===== src/rtl/sync_fifo_param_pkg.sv =====
// Shared constants for the sync_fifo_param family.
//   Default geometry (data width, depth, pointer width, thresholds) and the output-mode
//   selector values used by the FWFT parameter.
package sync_fifo_param_pkg;

   localparam int unsigned DefDataWidth = 8;
   localparam int unsigned DefDepth     = 16;
   localparam int unsigned DefPtrWidth  = 4;
   localparam int unsigned DefAfLevel   = 12;
   localparam int unsigned DefAeLevel   = 4;

   // Output-mode selector values
   localparam int unsigned FifoStd      = 0;
   localparam int unsigned FifoFwft     = 1;

endpackage


===== src/rtl/sync_fifo_param_if.sv =====
// Producer/consumer bundle of sync_fifo_param.
//   master: drives wr_en, data_in, rd_en, clr_err; observes data and status.
//   slave : the FIFO side; drives data_out, valid, full, empty, almost_full, almost_empty,
//           count, overflow and underflow.
interface sync_fifo_param_if
   import sync_fifo_param_pkg::*;
#(
   parameter int unsigned DATA_WIDTH = DefDataWidth,
   parameter int unsigned PTR_WIDTH  = DefPtrWidth
);

   logic                  wr_en;
   logic [DATA_WIDTH-1:0] data_in;
   logic                  rd_en;
   logic                  clr_err;
   logic [DATA_WIDTH-1:0] data_out;
   logic                  valid;
   logic                  full;
   logic                  empty;
   logic                  almost_full;
   logic                  almost_empty;
   logic [PTR_WIDTH:0]    count;
   logic                  overflow;
   logic                  underflow;

   modport master (
      output wr_en, data_in, rd_en, clr_err,
      input  data_out, valid, full, empty, almost_full, almost_empty, count, overflow, underflow
   );

   modport slave (
      input  wr_en, data_in, rd_en, clr_err,
      output data_out, valid, full, empty, almost_full, almost_empty, count, overflow, underflow
   );

endinterface


===== src/rtl/sync_fifo_param_ram.sv =====
// Storage array for sync_fifo_param: DEPTH x DATA_WIDTH, one synchronous write port and one
// asynchronous read port. Contents are not reset.
//   clk      : write clock
//   we_i     : write enable
//   waddr_i  : write address
//   wdata_i  : write data
//   raddr_i  : read address
//   rdata_o  : read data (combinational from raddr_i)
module sync_fifo_param_ram
   import sync_fifo_param_pkg::*;
#(
   parameter int unsigned DATA_WIDTH = DefDataWidth,
   parameter int unsigned DEPTH      = DefDepth,
   parameter int unsigned PTR_WIDTH  = DefPtrWidth
) (
   input  logic                  clk,
   input  logic                  we_i,
   input  logic [PTR_WIDTH-1:0]  waddr_i,
   input  logic [DATA_WIDTH-1:0] wdata_i,
   input  logic [PTR_WIDTH-1:0]  raddr_i,
   output logic [DATA_WIDTH-1:0] rdata_o
);

   logic [DATA_WIDTH-1:0] mem_q [DEPTH];

   always_ff @(posedge clk) begin
      if (we_i) begin
         mem_q[waddr_i] <= wdata_i;
      end
   end

   assign rdata_o = mem_q[raddr_i];

endmodule


===== src/rtl/sync_fifo_param.sv =====
// Single-clock FIFO with occupancy count, almost-full/almost-empty thresholds, sticky
// overflow/underflow and a selectable standard or first-word-fall-through output.
//   clk   : clock, all state on posedge
//   rst_n : asynchronous active-low reset
//   bus   : slave side of sync_fifo_param_if (write/read requests, data, status flags)
// The read pointer always marks the oldest word not yet handed to the consumer, so count,
// full and empty cover the FWFT output register as well as the array.
module sync_fifo_param
   import sync_fifo_param_pkg::*;
#(
   parameter int unsigned DATA_WIDTH = DefDataWidth,
   parameter int unsigned DEPTH      = DefDepth,
   parameter int unsigned PTR_WIDTH  = DefPtrWidth,
   parameter int unsigned AF_LEVEL   = DefAfLevel,
   parameter int unsigned AE_LEVEL   = DefAeLevel,
   parameter int unsigned FWFT       = FifoStd
) (
   input logic              clk,
   input logic              rst_n,
   sync_fifo_param_if.slave bus
);

   localparam bit                 IsFwft = (FWFT == FifoFwft);
   localparam logic [PTR_WIDTH:0] AfLvl  = (PTR_WIDTH + 1)'(AF_LEVEL);
   localparam logic [PTR_WIDTH:0] AeLvl  = (PTR_WIDTH + 1)'(AE_LEVEL);

   logic [PTR_WIDTH:0]    wr_ptr_q, wr_ptr_d;
   logic [PTR_WIDTH:0]    rd_ptr_q, rd_ptr_d;
   logic [PTR_WIDTH:0]    count;
   logic [DATA_WIDTH-1:0] dout_q, dout_d;
   logic                  valid_q, valid_d;
   logic                  ovf_q, ovf_d;
   logic                  udf_q, udf_d;
   logic                  full, empty;
   logic                  rd_accept, wr_accept;
   logic [PTR_WIDTH-1:0]  raddr;
   logic [DATA_WIDTH-1:0] ram_rdata;

   assign count = wr_ptr_q - rd_ptr_q;
   assign empty = (wr_ptr_q == rd_ptr_q);
   assign full  = (wr_ptr_q[PTR_WIDTH] != rd_ptr_q[PTR_WIDTH]) &&
                  (wr_ptr_q[PTR_WIDTH-1:0] == rd_ptr_q[PTR_WIDTH-1:0]);

   always_comb begin
      rd_accept = IsFwft ? (bus.rd_en && valid_q) : (bus.rd_en && !empty);
      // At full a concurrent pop frees the slot the write lands in
      wr_accept = bus.wr_en && (!full || rd_accept);
      wr_ptr_d  = wr_ptr_q + {{PTR_WIDTH{1'b0}}, wr_accept};
      rd_ptr_d  = rd_ptr_q + {{PTR_WIDTH{1'b0}}, rd_accept};
      raddr     = rd_ptr_q[PTR_WIDTH-1:0];
      valid_d   = rd_accept;
      dout_d    = dout_q;
      if (IsFwft) begin
         // Present the new head; only words stored before this edge qualify, which gives
         // the one-cycle prefetch after a write into an empty FIFO.
         raddr   = rd_ptr_d[PTR_WIDTH-1:0];
         valid_d = (wr_ptr_q != rd_ptr_d);
         if (valid_d) begin
            dout_d = ram_rdata;
         end
      end else if (rd_accept) begin
         dout_d = ram_rdata;
      end
      ovf_d = ovf_q;
      udf_d = udf_q;
      if (bus.clr_err) begin
         ovf_d = 1'b0;
         udf_d = 1'b0;
      end else begin
         if (bus.wr_en && !wr_accept) ovf_d = 1'b1;
         if (bus.rd_en && !rd_accept) udf_d = 1'b1;
      end
   end

   always_ff @(posedge clk or negedge rst_n) begin
      if (!rst_n) begin
         wr_ptr_q <= '0;
         rd_ptr_q <= '0;
         dout_q   <= '0;
         valid_q  <= 1'b0;
         ovf_q    <= 1'b0;
         udf_q    <= 1'b0;
      end else begin
         wr_ptr_q <= wr_ptr_d;
         rd_ptr_q <= rd_ptr_d;
         dout_q   <= dout_d;
         valid_q  <= valid_d;
         ovf_q    <= ovf_d;
         udf_q    <= udf_d;
      end
   end

   sync_fifo_param_ram #(
      .DATA_WIDTH(DATA_WIDTH),
      .DEPTH     (DEPTH),
      .PTR_WIDTH (PTR_WIDTH)
   ) u_ram (
      .clk    (clk),
      .we_i   (wr_accept),
      .waddr_i(wr_ptr_q[PTR_WIDTH-1:0]),
      .wdata_i(bus.data_in),
      .raddr_i(raddr),
      .rdata_o(ram_rdata)
   );

   assign bus.data_out     = dout_q;
   assign bus.valid        = valid_q;
   assign bus.full         = full;
   assign bus.empty        = empty;
   assign bus.almost_full  = (count >= AfLvl);
   assign bus.almost_empty = (count <= AeLvl);
   assign bus.count        = count;
   assign bus.overflow     = ovf_q;
   assign bus.underflow    = udf_q;

endmodule

===== src/flat_wrapper.sv =====
// flat-port wrapper written by rule: the top's interface ports become plain ports
module sync_fifo_param_flat import sync_fifo_param_pkg::*;
#(
   parameter int unsigned DATA_WIDTH = DefDataWidth,
   parameter int unsigned DEPTH      = DefDepth,
   parameter int unsigned PTR_WIDTH  = DefPtrWidth,
   parameter int unsigned AF_LEVEL   = DefAfLevel,
   parameter int unsigned AE_LEVEL   = DefAeLevel,
   parameter int unsigned FWFT       = FifoStd
)
  (clk, rst_n, bus_wr_en, bus_data_in, bus_rd_en, bus_clr_err, bus_data_out, bus_valid, bus_full, bus_empty, bus_almost_full, bus_almost_empty, bus_count, bus_overflow, bus_underflow);
  sync_fifo_param_if #(.DATA_WIDTH(DATA_WIDTH), .PTR_WIDTH(PTR_WIDTH)) bus_i ();
  input logic clk;
  input logic rst_n;
  input wire logic [$bits(bus_i.wr_en)-1:0] bus_wr_en;
  input wire logic [$bits(bus_i.data_in)-1:0] bus_data_in;
  input wire logic [$bits(bus_i.rd_en)-1:0] bus_rd_en;
  input wire logic [$bits(bus_i.clr_err)-1:0] bus_clr_err;
  output wire logic [$bits(bus_i.data_out)-1:0] bus_data_out;
  output wire logic [$bits(bus_i.valid)-1:0] bus_valid;
  output wire logic [$bits(bus_i.full)-1:0] bus_full;
  output wire logic [$bits(bus_i.empty)-1:0] bus_empty;
  output wire logic [$bits(bus_i.almost_full)-1:0] bus_almost_full;
  output wire logic [$bits(bus_i.almost_empty)-1:0] bus_almost_empty;
  output wire logic [$bits(bus_i.count)-1:0] bus_count;
  output wire logic [$bits(bus_i.overflow)-1:0] bus_overflow;
  output wire logic [$bits(bus_i.underflow)-1:0] bus_underflow;
  assign bus_i.wr_en = bus_wr_en;
  assign bus_i.data_in = bus_data_in;
  assign bus_i.rd_en = bus_rd_en;
  assign bus_i.clr_err = bus_clr_err;
  assign bus_data_out = bus_i.data_out;
  assign bus_valid = bus_i.valid;
  assign bus_full = bus_i.full;
  assign bus_empty = bus_i.empty;
  assign bus_almost_full = bus_i.almost_full;
  assign bus_almost_empty = bus_i.almost_empty;
  assign bus_count = bus_i.count;
  assign bus_overflow = bus_i.overflow;
  assign bus_underflow = bus_i.underflow;
  sync_fifo_param #(.DATA_WIDTH(DATA_WIDTH), .DEPTH(DEPTH), .PTR_WIDTH(PTR_WIDTH), .AF_LEVEL(AF_LEVEL), .AE_LEVEL(AE_LEVEL), .FWFT(FWFT)) u_core (.clk(clk), .rst_n(rst_n), .bus(bus_i));
endmodule

===== config.mk =====
export PLATFORM = sky130hd
export DESIGN_NAME = sync_fifo_param_flat
export DESIGN_NICKNAME = d
export VERILOG_FILES = /design/src/rtl/sync_fifo_param_pkg.sv /design/src/rtl/sync_fifo_param_if.sv /design/src/rtl/sync_fifo_param_ram.sv /design/src/rtl/sync_fifo_param.sv /design/src/flat_wrapper.sv
export SDC_FILE = /design/constraint.sdc
export NUM_CORES = 1
export LEC_CHECK = 0
export BUFFER_PORTS_ARGS = -buffer_cell sky130_fd_sc_hd__buf_2
export CAP_MARGIN = 10
export CELL_PAD_IN_SITES_DETAIL_PLACEMENT = 0
export CELL_PAD_IN_SITES_GLOBAL_PLACEMENT = 1
export CORE_AREA = 2 2 136 138
export DETAILED_ROUTE_END_ITERATION = 8
export DIE_AREA = 0 0 138 140
export GPL_TIMING_DRIVEN = 1
export PLACE_DENSITY = 0.55
export SYNTH_ARGS = -nofsm -noshare
export SYNTH_HDL_FRONTEND = slang
export SYNTH_HIERARCHICAL = 1
export SYNTH_SLANG_ARGS = --single-unit

===== constraint.sdc =====
create_clock -name clk -period 2.8 [get_ports clk]
set_clock_uncertainty 0.2 [all_clocks]
set_input_delay 0.28 -clock clk [delete_from_list [all_inputs] [get_ports clk]]
set_output_delay 0.28 -clock clk [all_outputs]
set_load 0.03 [all_outputs]

== Word-level counts from Yosys, hierarchy flattened ==
Memories as Yosys holds them, arrays and structs flattened. A register that Yosys moved wholly into a read port is not among the register bits.
Index checks and enable logic that the tools add are counted.
Word-level totals
  register bits after elaboration: 13
  RAM bits: 128
  bits of input ports: 13
  output and inout port bits: 20
  memories: 1
Operators by class
  add/subtract/negate cells: 3
  order comparisons: 2
  equal/unequal tests: 3
  mux-type cells: 6
  reductions and logical operators: 13
Memory list
  u_core.u_ram.mem_q: words 16, bits a word 8, read ports 1, clocked after memory_dff 1, write ports 1, line sync_fifo_param_ram.sv:24  | logic [DATA_WIDTH-1:0] mem_q [DEPTH];
Operators by type and width (count)
  $add A5 B1 Y5: 2
  $mux W1: 6
  $eq A5 B5 Y1: 1
  $ge A5 B4 Y1 const B: 1
  $le A5 B3 Y1 const B: 1
  $logic_and A1 B1 Y1: 5
  $logic_not A1 Y1: 5
  $sub A5 B5 Y5: 1
  $eq A4 B4 Y1: 1
  $reduce_bool A2 Y1: 2
  $logic_or A1 B1 Y1: 1
  $ne A1 B1 Y1: 1

== Logic depth before layout (Yosys ltp) ==
Gate-level depths: netlist of run 1.
  word-level depth: 9
  mapped depth: 10
  mapped depth without buffers: 9

== Cells and area by module ==
The synthesis of run 1 kept the hierarchy.
Modules (own cells, without submodules)
  sync_fifo_param_ram: instances 1, cells each 221, area an instance 4987.3 sq um, sequential area each 3843.7 sq um
  sync_fifo_param: instances 1, cells each 90, area an instance 1113.6 sq um, sequential area each 525.5 sq um

== Least setup slack after synthesis of run 1 ==
OpenSTA, ideal clock, no wires.
  kind: flip-flop to flip-flop
  start: reg u_core.rd_ptr_q[2]
  end: mem u_core/u_ram/mem_q[0][0] (netlist name) (enable)
  setup time: 0.383 ns
  data arrival time: 2.433 ns
  setup slack: -0.217 ns
  cell stages (with the launch flop): 9
  path buffers: 1
  cell sequence: dfrtp_1 -> inv_1 -> ha_1 -> buf_6 -> nand4_2 -> nor3_1 -> nor2b_1 -> or3b_2 -> nor3_1
Between the ends
  longest elaborated chain between the ends: 7
  elaborated cells between the ends (all ways): 10
Ends and longest elaborated chain
  from (decl): line sync_fifo_param.sv:28  | logic [PTR_WIDTH:0] rd_ptr_q, rd_ptr_d;
  from (signal assigned): line sync_fifo_param.sv:85  | rd_ptr_q <= rd_ptr_d;
  $eq A5 B5 Y1 / $eq A4 B4 Y1 (equally long branches): line sync_fifo_param.sv:40, sync_fifo_param.sv:42
  $logic_not A1 Y1 / $logic_and A1 B1 Y1 (equally long branches): line sync_fifo_param.sv:45, sync_fifo_param.sv:41
  $logic_and A1 B1 Y1 / $logic_not A1 Y1 (equally long branches): line sync_fifo_param.sv:45, sync_fifo_param.sv:47
  $logic_or A1 B1 Y1 *: line sync_fifo_param.sv:47  | wr_accept = bus.wr_en && (!full || rd_accept);
  $logic_and A1 B1 Y1 *: line sync_fifo_param.sv:47
  net u_core.wr_accept: line sync_fifo_param.sv:35  | logic rd_accept, wr_accept;
  $mux W1 *: line sync_fifo_param_ram.sv:27  | if (we_i) begin
  $mux W1 (not written as such) *: line sync_fifo_param_ram.sv:28  | mem_q[waddr_i] <= wdata_i;
  to (decl): line sync_fifo_param_ram.sv:24
Mark *: on every way through the listed nets, which the timed path passes. The rest lies on a longest branch.

== Final worst setup path of run 1 ==
  start: reg u_core.wr_ptr_q[0]
  end: out bus_almost_empty
Between the ends
  longest elaborated chain between the ends: 2
Ends and longest elaborated chain
  from (decl): line sync_fifo_param.sv:27  | logic [PTR_WIDTH:0] wr_ptr_q, wr_ptr_d;
  from (signal assigned): line sync_fifo_param.sv:84  | wr_ptr_q <= wr_ptr_d;
  $sub A5 B5 Y5: line sync_fifo_param.sv:39  | assign count = wr_ptr_q - rd_ptr_q;
  $le A5 B3 Y1: line sync_fifo_param.sv:111  | assign bus.almost_empty = (count <= AeLvl);
  to (decl): line flat_wrapper.sv:24  | output wire logic [$bits(bus_i.almost_empty)-1:0] bus_almost_empty;
Every way passes these cells.

==> results of run 1 <==
[layout make-up]
class	count	share of cell area
Clock buffer	18	0.0582
Clock inverter	13	0.0181
Inverter	7	0.00356
Multi-Input combinational cell	143	0.222
Sequential cell	149	0.592
Tap cell	229	0.0388
Timing Repair Buffer	73	0.0671
[critical path, delay by kind of cell (launching register included)]
family,cells,cell delay (ps)
AOI/OAI and AO/OA,3,620
adders and majority gates,2,520
DFF,1,370
buffers and inverters,3,310
xor gates and xnor gates,1,110
[path summary, 6_finish.rpt]
path / end / slack (ps) / start / cells past startpoint
setup / recovery: bus_almost_empty / -30 / u_core/wr_ptr_q[0] / 9
hold reg to reg: u_core/bus.data_out[1] / 310 / u_core/bus.data_out[1] / 1
hold / removal: u_core/u_ram/mem_q[12][2] / 70 / bus_data_in[2] / 1
max in group asynchronous: u_core/rd_ptr_q[0] / 1900 / rst_n / 2
setup reg to reg: u_core/u_ram/mem_q[0][4] / 270 / u_core/rd_ptr_q[3] / 8
min in group asynchronous: u_core/bus.overflow / 150 / rst_n / 2
[cells in the mapped netlist (all sizes together), types with 3 or more instances]
cell / number / share of area
dfrtp: 21 / 0.086
inv: 7 / 0.0043
xor2: 4 / 0.0057
a22oi: 16 / 0.020
buf: 9 / 0.012
nand3: 5 / 0.0041
nand2: 10 / 0.0062
nor2b: 3 / 0.0031
nor2: 20 / 0.012
edfxtp: 128 / 0.63
a21oi: 6 / 0.0055
xnor2: 7 / 0.010
mux4: 32 / 0.13
nor3: 5 / 0.0041
mux2: 8 / 0.020
ha: 8 / 0.016
clkdlybuf4s25: 3 / 0.0049
[power groups by stage]
stage          clock network [mW]  logic [mW]  registers (mW)
2_1_floorplan                   0        2.40            3.10
3_3_place_gp                    0        3.55            2.94
3_5_place_dp                    0        3.55            2.96
4_1_cts                      2.21        3.74            2.91
5_1_grt                      2.31        4.06            2.94
6_report                     2.17        3.79            2.90
[per-stage QoR]
step	total power, mW	setup TNS [ps]	worst slack, ps	util
after global placement	6.49	0	267	0.376
after floorplan	5.51	0	1.36	-
after detailed placement	6.51	0	237	0.376
final	8.86	-34.1	-34.1	0.415
after global routing	9.32	-255	-166	0.415
after CTS	8.86	-83.0	-61.8	0.414
[per-layer routing]
metal | up-vias | share of wire
met5 | - | 0
met4 | 0 | 0.015
met3 | 16 | 0.052
met2 | 81 | 0.48
met1 | 1605 | 0.45
li1 | 1420 | -
[repair_timing]
| item | CTS | global route |
|---|---|---|
| resized for setup | 10 | 2 |
| hold endpoints to repair | 24 | 0 |
| hold buffers | 5 | 0 |
| setup endpoints to repair | 3 | 3 |
| setup buffers | 3 | 3 |
| pin swaps | 7 | 7 |
[cell families (layout without fill, tap and decap cells)]
logic type,count (synthesis),in the layout
flops,149,149
xor+xnor,11,11
buf+inv,19,111
compound gates,28,28
mux,40,40
simple gates,55,55
fa+ha+maj,9,9
[cells in the final DEF (no fill, tap or decap), types with 2 or more instances in the layout]
cell	n
edfxtp_1	128
buf_4	37
buf_2	29
nor2_1	20
dfrtp_1	20
mux4_2	18
clkbuf_16	17
a22oi_1	16
mux4_1	14
nand2_1	10
mux2_4	8
ha_1	7
xnor2_1	6
inv_1	6
clkinv_2	5
dlygate4sd3_1	5
nand3_1	5
a21oi_1	5
nor3_1	4
clkinvlp_4	3
xor2_1	3
nor2b_1	3
clkinv_4	2
bufinv_16	2
buf_6	2
a21o_1	2
nand3b_1	2
nand2b_1	2
[sequential cells by signal, summed over array words and instances (netlist names)]
| register | count |
|---|---|
| u_core/u_ram/mem_q | 128 |
| u_core/bus.data_out | 8 |
| u_core/rd_ptr_q | 5 |
| u_core/wr_ptr_q | 5 |
| u_core/bus.overflow | 1 |
| u_core/bus.underflow | 1 |
| u_core/bus.valid | 1 |
==> results.cfg, run 1 <==
[finish]
layout.nets = 413
area.growth.synth_to_final_pct = 21.0
layout.cell_area.non_filler_mm2 = 0.00738
seqCellArea_mm2 = 0.00437
multi_input_comb_area_mm2 = 0.00164
num_antenna_cells = 0
post_route_cells_drive_above_1_share = 0.337
fillerInstances = 1595
layout.cells.non_filler = 632

[logic_synthesis]
synth_compound_area_frac = 0.0351
synth.area.mux_share = 0.146
synth_cells = 311
synth_async_sr_flop_share = 0.141
ys_ff_latch = 149
synth_cell_types = 37
synthesis.area_per_instance_um2 = 19.6
synth_xor_xnor_area_share = 0.0158
yosys_warnings = 6
synth_top_family_by_area = multiplexers
count_of_flip_flops_with_a_built_in_enable_after_synthesis = 128
syn-num-nets = 333
yosysSeqAreaShare = 0.716
mapped_area_mm2 = 0.00610
synthAdderAreaFrac = 0.0197
ys_dominant_reg_cell = edfxtp_1
synth_simple_gate_area_frac = 0.0453

[placed_design]
placed_cells_incl_taps = 590
placed_area_mm2 = 0.00669
dpl.hpwl_um = 8510
port_buffers = 32
routabilityCongestion = 0.782

[clock_network]
tritoncts_num_sinks = 149
clock_insertion_delay_worst_skew_ps = 420
cts-root-to-sink-buffers = 2
cts.htree.levels = 4
tritoncts_clock_tree = yes
cts.root.buffer_cell = clkbuf_16
cts_made_buffers = 17
path_clk_slew_ps = 60

[route]
wl_per_cell_um = 20.4
postRouteWirelength_um = 12900
drt_drc_violations_left = 0
detailedRoute.firstIterationViolations = 164
vias = 3122
dr.pass1.iters = 4
postRouteAntennaNets = 0
avgViaCountPerCell = 4.94

[sta]
setup_viol = 1
rsz_0062_raised_after_global_routing = true
tightest_slew_ps = 580
achievable-frequency_mhz = 353
finalMaxSlewViolations = 0
final_min_period_over_clock_period = 1.01
report.final.hold_viol_count = 0
slew_headroom = 0.612
period_needed_ps = 2830
holdWs_ps = 67.1
postLayoutSetupSlackWorst_ps = -34.1

[floorplan]
chipWidth_um = 138
die_area_mm2 = 0.0193
fp.dieH_um = 140
rows = 49
core_area_mm2 = 0.0178
top_level_ports = 33
initial_utilization = 0.343

[global_routing]
grt_overflow = 0
gr-usage-met1 = 0.182
grt.met2_usage = 0.219
track_usage = 0.138
grt_first_pass_wirelength_um = 19400
grt_start_max_net_pins = 35
antenna_found_initial = 0
busiest_layer = met2
grt_util_met3 = 0.0400
number_of_global_route_vias_before_repair = 3152

[power]
total_leakage_power_nw = 2.67
reported_net_switching_power_mw = 3.18
peakVddDrop_uv = 1260
p_int_mw = 5.68
p_sw_frac = 0.359
comb_power_share = 0.428
pwr_cell_area_mw_per_mm2 = 1200
share_clk_of_total_power = 0.245
relative_contribution_of_sequential_cells_to_total_power = 0.328

[worst_setup_path]
path_max_fanout = 3
endpoint_kind_of_the_worst_setup_timing_path = output pin
timing.critical_path.cells = inv_1, ha_2, inv_2, fa_2, a21o_1, a21oi_2, xnor2_2, a2111oi_4, buf_4
critical-path-max-stage-delay_ps = 370
critPathRequiredTime_ps = 2320
worst-setup-path-type = reg -> out
timing.critical_path.from_type = flip-flop
critPathSlowestCell = dfrtp_1
critPathArrivalTime_ps = 2350

[run]
maxCapViolCount = 0

[status]
violations = negative setup slack
outcome = finished, violations left

[worst_hold_path]
hold_class = in -> reg
No activity file was read; power rests on OpenSTA's default activity.
==> inputs of run 2 (changes only) <==
--- a/config.mk
+++ b/config.mk
@@ -5,16 +5,15 @@
 export SDC_FILE = /design/constraint.sdc
 export NUM_CORES = 1
 export LEC_CHECK = 0
-export BUFFER_PORTS_ARGS = -buffer_cell sky130_fd_sc_hd__buf_2
 export CAP_MARGIN = 10
 export CELL_PAD_IN_SITES_DETAIL_PLACEMENT = 0
 export CELL_PAD_IN_SITES_GLOBAL_PLACEMENT = 1
-export CORE_AREA = 2 2 136 138
+export CORE_AREA = 2 2 134 136
 export DETAILED_ROUTE_END_ITERATION = 8
-export DIE_AREA = 0 0 138 140
+export DIE_AREA = 0 0 136 138
+export DONT_BUFFER_PORTS = 1
 export GPL_TIMING_DRIVEN = 1
 export PLACE_DENSITY = 0.55
 export SYNTH_ARGS = -nofsm -noshare
 export SYNTH_HDL_FRONTEND = slang
-export SYNTH_HIERARCHICAL = 1
 export SYNTH_SLANG_ARGS = --single-unit
==> run 2 against run 1 <==
The run now ends clean. Core utilization increased by 0.32 points. Sequential share of layout area is 0.37 points higher. Sequential power grew 4%. Via count up 2.8%. Critical endpoint unchanged.
==> results.cfg, run 2 <==
[route]
postRouteAntennaNets = 0
met2_wirelength_um = 6350
routed.top_layer = met4
wl_per_cell_um = 19.6
dr.pass1.iters = 4
detailedRoute.firstIterationViolations = 206
avgViaCountPerCell = 4.85
drt_drc_violations_left = 0
met3RoutedLength_um = 549
vias = 3208
postRouteWirelength_um = 13000
drt-met1-wl_um = 5950

[clock_network]
tritoncts_num_sinks = 149
tritoncts_clock_tree = yes
cts-root-to-sink-buffers = 2
cts_made_buffers = 17
clock_insertion_delay_worst_skew_ps = 420
cts.root.buffer_cell = clkbuf_16
cts.htree.levels = 4
path_clk_slew_ps = 60

[finish]
final_core_density = 0.418
area.growth.synth_to_final_pct = 22.1
post_route_cells_drive_above_1_share = 0.226
final_common_cell = edfxtp_1
max_flop_register = u_core.u_ram.mem_q
most_used_cells_in_the_layout_excluding_fill_and_tap_cells = 128 x edfxtp_1, 48 x mux2i_1, 43 x buf_4, 32 x nor2_1, 20 x dfrtp_1
fillerInstances = 1606
largest_register_ff_count = 128
layout.cell_area.non_filler_mm2 = 0.00733
num_antenna_cells = 0
layout.nets = 442

[floorplan]
rows = 49
die_area_mm2 = 0.0188
initial_utilization = 0.342
fp.dieH_um = 138
core_area_mm2 = 0.0175
chipWidth_um = 136
top_level_ports = 33

[worst_setup_path]
critical-path-max-stage-delay_ps = 390
endpoint_kind_of_the_worst_setup_timing_path = output pin
critPathArrivalTime_ps = 2290
worst-setup-path-type = reg -> out
critPathSlowestCell = dfrtp_1
critPathRequiredTime_ps = 2320
timing.critical_path.from_type = flip-flop
critical_path.top_delay_family = compound AO/OA/AOI/OAI gates
critical_path_buffers_and_inverters = 3
timing.critical_path.cells = inv_2, ha_4, inv_2, fa_2, a21o_1, a21oi_2, xnor2_2, a221oi_4, buf_12
path_max_fanout = 3
crit_path_frequent_cell = inv_2

[sta]
achievable-frequency_mhz = 360
tightest_slew_ps = 703
finalMaxSlewViolations = 0
setup_viol = 0
report.final.hold_viol_count = 0
rsz_0062_raised_after_global_routing = true
slew_headroom = 0.530
period_needed_ps = 2770
final_min_period_over_clock_period = 0.991

[logic_synthesis]
syn-num-nets = 382
ys_dominant_reg_cell = edfxtp_1
synthesis.area_per_instance_um2 = 16.7
synth.area.mux_share = 0.110
yosys_warnings = 0
synth_cells = 360
synthAdderAreaFrac = 0.0200
ys_ff_latch = 149
mapped_area_mm2 = 0.00600
area_contributors_post_synth = edfxtp_1 64%, dfrtp_1 8.8%, mux2i_1 8.0%
synth_cell_types = 36
synth_xor_xnor_area_share = 0.0146
post-synth-top-count-cell = edfxtp_1
count_of_flip_flops_with_a_built_in_enable_after_synthesis = 128
synth_compound_area_frac = 0.0548
synth_top_family_by_area = multiplexers
yosysSeqAreaShare = 0.728
synthDominantCellAreaShare = 0.640
synth_simple_gate_area_frac = 0.0463
synth_top_area_cell = edfxtp_1
synth.cells.most_frequent = 128 x edfxtp_1, 48 x mux2i_1, 32 x nor2_1
synth_async_sr_flop_share = 0.141

[placed_design]
placed_area_mm2 = 0.00645
port_buffers = 0
routabilityCongestion = 0.745
dpl.hpwl_um = 8550

[power]
pwr_cell_area_mw_per_mm2 = 1180
post-layout-total-power_mw = 8.68
total_leakage_power_nw = 2.65
peakVddDrop_uv = 1520

[global_routing]
grt_start_max_net_pins = 32
grt_overflow = 0
grt_first_pass_wirelength_um = 20100
antenna_found_initial = 0
number_of_global_route_vias_before_repair = 3407
track_usage = 0.147

[run]
maxCapViolCount = 0

[worst_hold_path]
hold_class = in -> async

[status]
outcome = finished clean
## run 2: cell types whose count changed after synthesis, sizes merged, moves of 9 or more
cell,delta
mux2i,+48
mux4,-24
a22oi,-16
o22ai,+16
nor2,+12
a221oi,+9
nand2,-9
## run 2: path summary, 6_finish.rpt
check	cells after the start	to	slack [ps]	startpoint
min in group clk	2	u_core.wr_ptr_q[0]	100	bus_wr_en
worst min register to register	1	u_core.wr_ptr_q[4]	330	u_core.wr_ptr_q[4]
worst max-delay path	9	bus_almost_empty	30	u_core.wr_ptr_q[0]
worst max register to register	6	u_core.u_ram.mem_q[8][0]	340	u_core.wr_ptr_q[2]
worst min-delay path	2	u_core.bus.valid	80	rst_n
max in group asynchronous	2	u_core.wr_ptr_q[1]	2160	rst_n
## run 2: per-stage QoR
step                TNS (ps)  worst slack [ps]  hold slack (ps)  std cells
global placement           0               307             -215        601
detailed placement         0               260             -215        601
floorplan              -21.0             -21.0             -216        360
global route           -77.9             -77.9             76.2        662
finish                     0              25.2             84.6        662
CTS                        0              10.3             80.8        660
## run 2: power breakdown
| part | internal, mW | leakage [nW] | total [mW] | switching, mW |
|---|---|---|---|---|
| clock network | 1.39 | 0.287 | 2.26 | 0.873 |
| logic | 1.44 | 0.957 | 3.39 | 1.95 |
| registers | 2.75 | 1.40 | 3.03 | 0.285 |
## run 2: cell families (layout without fill, tap and decap cells)
family | count (synthesis) | in the layout
DFF | 149 | 149
buffers and inverters | 27 | 100
muxes | 56 | 56
adders and majority gates | 9 | 9
AOI/OAI and AO/OA | 50 | 50
xor gates and xnor gates | 10 | 10
and+or+nand+nor | 59 | 59
## run 2: timing repair
item,4_1_cts,5_1_grt
hold buffers,15,0
gates cloned,0,0
hold endpoints to repair,152,0
setup endpoints to repair,4,4
resized for setup,9,2
buffers inserted,12,2
pin swaps,5,4
## run 2: final cells by class
type | count | area (um2) | area share
Sequential cell | 149 | 4370 | 0.596
Multi-Input combinational cell | 184 | 1540 | 0.211
Timing Repair Buffer | 60 | 514 | 0.0701
Clock buffer | 17 | 425 | 0.0580
Tap cell | 229 | 287 | 0.0391
Clock inverter | 15 | 163 | 0.0222
Inverter | 8 | 30.0 | 0.00409
## run 2: routing by layer
metal  vias to the layer above  global-route usage
met5                         -                   0
met4                         0              0.0444
met3                         9              0.0480
li1                       1519                   -
met2                        48               0.235
met1                      1632               0.191
